## config.mk

```make
export PLATFORM = sky130hd
export DESIGN_NAME = mem_boot_ctrl
export DESIGN_NICKNAME = d
export VERILOG_FILES = /design/src/rtl/mem_boot_ctrl.sv
export SDC_FILE = /design/constraint.sdc
export NUM_CORES = 1
export LEC_CHECK = 0
export ABC_AREA = 1
export CAP_MARGIN = 5
export CORE_UTILIZATION = 49
export CTS_CLUSTER_DIAMETER = 200
export CTS_CLUSTER_SIZE = 25
export DETAILED_ROUTE_END_ITERATION = 7
export PLACE_DENSITY_LB_ADDON = 0.12
export SYNTH_ARGS = -nofsm -noshare
export SYNTH_HDL_FRONTEND = slang
export SYNTH_SLANG_ARGS = --single-unit
```

## constraint.sdc

```tcl
create_clock -name clk -period 2.48 [get_ports clk]
set_input_delay 0.372 -clock clk [delete_from_list [all_inputs] [get_ports clk]]
set_output_delay 0.372 -clock clk [all_outputs]
set_load 0.005 [all_outputs]
```

## src/rtl/mem_boot_ctrl.sv

```systemverilog
// Boot sequencer and arbiter for the shared data-memory port: streams an image in,
// holds the CPU in reset, hands the port to the CPU, then reads the memory back out.
module mem_boot_ctrl #(
  parameter int ADDR_W      = 12,
  parameter int DATA_W      = 8,
  parameter int LOAD_BASE   = 8,
  parameter int DUMP_BASE   = 8,
  parameter int DUMP_LIMIT  = 2048,
  parameter int COOL_CYCLES = 32
) (
  input  logic              clk,
  input  logic              reset_,
  input  logic              start,
  input  logic              halt_req,
  input  logic              ld_valid,
  input  logic [DATA_W-1:0] ld_data,
  input  logic              ld_last,
  output logic              ld_ready,
  input  logic [ADDR_W-1:0] cpu_m_addr,
  input  logic [DATA_W-1:0] cpu_m_wr_data,
  input  logic              cpu_m_rd,
  input  logic              cpu_m_wr,
  input  logic              cpu_m_en,
  output logic [DATA_W-1:0] cpu_m_rd_data,
  output logic              cpu_reset_,
  output logic [ADDR_W-1:0] mem_addr,
  output logic [DATA_W-1:0] mem_wr_data,
  input  logic [DATA_W-1:0] mem_rd_data,
  output logic              mem_rd,
  output logic              mem_wr,
  output logic              mem_en,
  output logic              dump_valid,
  output logic [ADDR_W-1:0] dump_addr,
  output logic [DATA_W-1:0] dump_data,
  output logic              done,
  output logic              load_ovf,
  output logic [2:0]        dbg_state
);

  // Loader handshake: a byte transfers on any cycle where ld_valid && ld_ready;
  // ld_ready is high for every LOAD cycle and never depends on ld_valid.

  typedef enum logic [2:0] {
    S_IDLE  = 3'd0,
    S_LOAD  = 3'd1,
    S_COOL  = 3'd2,
    S_RUN   = 3'd3,
    S_DUMP  = 3'd4,
    S_DRAIN = 3'd5,
    S_DONE  = 3'd6
  } state_t;

  localparam int CNT_W = $clog2(COOL_CYCLES + 1);
  localparam logic [ADDR_W-1:0] LOAD_INIT = ADDR_W'(LOAD_BASE);
  localparam logic [ADDR_W-1:0] DUMP_INIT = ADDR_W'(DUMP_BASE);
  localparam logic [ADDR_W-1:0] DUMP_LAST = ADDR_W'(DUMP_LIMIT - 1);
  localparam logic [ADDR_W-1:0] ADDR_TOP  = '1;
  localparam logic [CNT_W-1:0]  COOL_INIT = CNT_W'(COOL_CYCLES - 1);

  state_t              state;
  logic [ADDR_W-1:0]   load_ptr;
  logic [ADDR_W-1:0]   dump_ptr;
  logic [CNT_W-1:0]    cool_cnt;

  always_ff @(posedge clk or negedge reset_) begin
    if (!reset_) begin
      state      <= S_IDLE;
      load_ptr   <= LOAD_INIT;
      dump_ptr   <= DUMP_INIT;
      cool_cnt   <= COOL_INIT;
      cpu_reset_ <= 1'b0;
      dump_valid <= 1'b0;
      dump_addr  <= '0;
      load_ovf   <= 1'b0;
    end else begin
      // Each read issued in DUMP comes back as a beat on the following cycle.
      dump_valid <= (state == S_DUMP);
      dump_addr  <= dump_ptr;
      case (state)
        S_IDLE, S_DONE: begin
          if (start) begin
            state    <= S_LOAD;
            load_ptr <= LOAD_INIT;
            dump_ptr <= DUMP_INIT;
            cool_cnt <= COOL_INIT;
            load_ovf <= 1'b0;
          end
        end
        S_LOAD: begin
          if (ld_valid) begin
            load_ptr <= load_ptr + 1'b1;
            if (ld_last) begin
              state <= S_COOL;
            end else if (load_ptr == ADDR_TOP) begin
              load_ovf <= 1'b1;
              state    <= S_COOL;
            end
          end
        end
        S_COOL: begin
          if (cool_cnt == '0) begin
            state      <= S_RUN;
            cpu_reset_ <= 1'b1;
          end else begin
            cool_cnt <= cool_cnt - 1'b1;
          end
        end
        S_RUN: begin
          if (halt_req) begin
            state      <= S_DUMP;
            cpu_reset_ <= 1'b0;
          end
        end
        S_DUMP: begin
          dump_ptr <= dump_ptr + 1'b1;
          if (dump_ptr == DUMP_LAST) state <= S_DRAIN;
        end
        S_DRAIN: state <= S_DONE;
        default: state <= S_IDLE;
      endcase
    end
  end

  always_comb begin
    mem_addr    = '0;
    mem_wr_data = '0;
    mem_rd      = 1'b0;
    mem_wr      = 1'b0;
    mem_en      = 1'b0;
    case (state)
      S_LOAD: begin
        mem_addr    = load_ptr;
        mem_wr_data = ld_data;
        mem_wr      = ld_valid;
        mem_en      = ld_valid;
      end
      S_RUN: begin
        mem_addr    = cpu_m_addr;
        mem_wr_data = cpu_m_wr_data;
        mem_rd      = cpu_m_rd;
        mem_wr      = cpu_m_wr;
        mem_en      = cpu_m_en;
      end
      S_DUMP: begin
        mem_addr = dump_ptr;
        mem_rd   = 1'b1;
        mem_en   = 1'b1;
      end
      default: ;
    endcase
  end

  assign ld_ready      = (state == S_LOAD);
  assign done          = (state == S_DONE);
  assign cpu_m_rd_data = mem_rd_data;
  assign dump_data     = mem_rd_data;
  assign dbg_state     = state;

endmodule

```

==> results.json, run 1 <==
{
  "post_cts_buffers": 0,
  "fin_skew_ns": 0.005234,
  "grt_pass1_vias": 2595,
  "drt_iter0_drc": 181,
  "hold_viol": 0,
  "worstHoldPathType": "input pin to asynchronous set/reset pin",
  "routabilityCongestion": 0.9249,
  "timing.setup.tns_ns": 0,
  "synth-seq-area-share_pct": 40.17,
  "fin_util_pct": 65.00,
  "ys.warnings.count": 0,
  "cp-end-kind": "output pin",
  "startpoint_type": "register",
  "die_x_um": 80.40,
  "drc_errors": 0,
  "ys_ff_latch": 48,
  "dieArea_um2": 6463,
  "final_area_um2": 3849,
  "finalCriticalPeriod_ns": 2.349,
  "die_h_um": 80.40,
  "cts_tree": "built",
  "syn_area_um2": 3012,
  "cts-root-buf": "clkbuf_8",
  "ir_drop_mv": 0.5290,
  "postSynthCellCount": 382,
  "start_util_pct": 50.87,
  "layout-drive-gt1-share_pct": 13.36,
  "critPathMaxFanout": 13,
  "worst_pin_slew_ns": 0.6054,
  "clock_latency_ns": 0.30,
  "avgSynthCellArea_um2": 7.884,
  "path_class": "register to output pin",
  "grt_max_degree": 49,
  "core_area_um2": 5921,
  "nets": 498,
  "maxSlewHeadroom_pct": 59.64,
  "postRouteAntennaNets": 0,
  "synth_cell_types": 35,
  "drv_slew": 0,
  "setup_viol": 0,
  "status": "finished clean",
  "rows": 28,
  "gr-total-overflow": 0,
  "finalCritPeriodShare_pct": 94.71,
  "critPathSlowestCell": "clkdlybuf4s50_1",
  "via_per_inst": 5.187,
  "arrival_ns": 1.98,
  "crit_path_cell_trace": "inv_1, nand3_2, inv_2, nand2_1, nand3_1, clkdlybuf4s50_1",
  "antenna_found_initial": 0,
  "wl_per_cell_um": 14.15,
  "io_buffers": 79,
  "grt_pass1_wl_um": 12320,
  "dp.cells": 516,
  "p_leak_nw": 1.682,
  "num_vias": 2718,
  "required_ns": 2.11,
  "synth_fp_nets": 432,
  "maxCapViolCount": 0,
  "clk_path_buf_depth": 2,
  "fin_cells": 524,
  "totalWireLength_um": 7413,
  "rsz0062_at_grt": "false",
  "powerDensity_nw_per_um2": 757.6,
  "dr.pass1.iters": 4,
  "dpl-instance-area_um2": 3745,
  "clk_pin_slew_ns": 0.09,
  "htreeDepth": 2,
  "numCtsBuffers": 5,
  "grt_use_total_pct": 25.05,
  "diodes": 0,
  "fmax_mhz": 425.8,
  "clock_sink_count": 48,
  "critPathMaxStageDelay_ns": 0.51,
  "area_delta_synth_final_pct": 27.79,
  "num_io_pins": 104,
  "hpwl_um": 5710,
  "r2r_slack_ns": 0.75
}
[worst max-delay path: cells and delay by family (launching register included)]
kind | cells | cell delay, ns
AND/OR/NAND/NOR | 3 | 0.34
buffers and inverters | 3 | 0.84
flip-flops | 1 | 0.49
[registers in the layout, summed over array words and instances (netlist names)]
signal and flops:
dbg_state 3, dump_ptr 12, load_ptr 12, dump_valid 1, cool_cnt 6, cpu_reset_ 1, load_ovf 1, dump_addr 12
[worst paths after layout]
| kind | startpoint | to | depth (start not counted) |
|---|---|---|---|
| min | reset_ | dump_addr[1] | 2 |
| min in group clk | dump_ptr[3] | dump_addr[3] | 0 |
| max in group asynchronous | reset_ | dbg_state[0] | 2 |
| max reg2reg | dbg_state[2] | load_ptr[6] | 9 |
| max | dbg_state[2] | mem_en | 6 |
| min reg2reg | dump_ptr[3] | dump_addr[3] | 0 |
[area by class of cell]
class,count,area [um2]
Fill cell,527,2072
Multi-Input combinational cell,260,1434
Sequential cell,48,1214
Timing Repair Buffer,85,834.6
Inverter,48,187.7
Tap cell,75,93.84
Clock buffer,6,72.57
Clock inverter,2,12.51
[logic make-up after synthesis]
kind of cell | share of synthesized area, %
AOI/OAI and AO/OA | 12.17
and+or+nand+nor | 31.24
buffers and inverters | 12.59
adders and majority gates | 2.077
xor gates and xnor gates | 1.745
DFF | 40.17
[cells in the final DEF (no fill, tap or decap), drive strengths merged, types with 6 or more instances in the layout]
| master | instances |
|---|---|
| o21ai | 22 |
| xor2 | 6 |
| nand3 | 36 |
| nand4 | 6 |
| clkbuf | 6 |
| buf | 7 |
| clkdlybuf4s50 | 78 |
| a22o | 8 |
| o221ai | 10 |
| nor2 | 42 |
| dfrtp | 41 |
| inv | 48 |
| dfstp | 7 |
| nand2 | 109 |
[report_power, final]
group / internal (mW) / switching (mW) / leakage (nW)
logic: 0.628 / 0.823 / 1.01
clock network: 0.197 / 0.258 / 0.0412
registers: 0.908 / 0.102 / 0.631
total: 1.73 / 1.18 / 1.68
[what timing repair did]
action                     4_1_cts  5_1_grt
hold buffers                     0        0
setup endpoints to repair        0       20
gates resized for setup          0        6
[Yosys cell counts, drive strengths merged]
cell type	instances	area (um2)
o211ai	2	15.01
buf	26	191.4
ha	5	62.56
or2	1	6.260
nor3b	1	7.510
nand3b	3	22.52
nand3	36	202.7
a21oi	4	27.53
nand4	6	37.54
a22o	8	70.07
nor3	2	15.01
o22ai	3	37.54
inv	48	187.7
o21ai	22	128.9
dfstp	7	183.9
o221ai	10	87.58
xor2	6	52.55
nor2	42	202.7
nand2	109	446.7
dfrtp	41	1026
[per-stage QoR]
step / hold WS, ns / total power [mW] / setup slack (ns)
after floorplan: 0.07641 / 1.939 / 0.9503
after global placement: 0.4087 / 2.432 / 0.4038
after detailed placement: 0.4146 / 2.462 / 0.3658
after CTS: 0.1696 / 2.918 / 0.002750
after global routing: 0.2083 / 3.129 / 0.01801
final: 0.1499 / 2.916 / 0.1313
[metal layers]
metal,share of wire [%],vias to the layer above,track usage (%)
li1,-,1359,-
met1,43,1235,32.59
met2,49,107,40.85
met3,6.8,17,4.545
met4,1.9,0,10.18
met5,0,-,0
No activity file was read; power rests on OpenSTA's default activity.
==> run 2, diff against run 1 <==
--- a/config.mk
+++ b/config.mk
@@ -12,6 +12,7 @@
 export CTS_CLUSTER_SIZE = 25
 export DETAILED_ROUTE_END_ITERATION = 7
 export PLACE_DENSITY_LB_ADDON = 0.12
+export SLEW_MARGIN = 20
 export SYNTH_ARGS = -nofsm -noshare
 export SYNTH_HDL_FRONTEND = slang
 export SYNTH_SLANG_ARGS = --single-unit
==> results of run 2 <==
No change in the layout: final DEF, timing and power equal those of run 1.
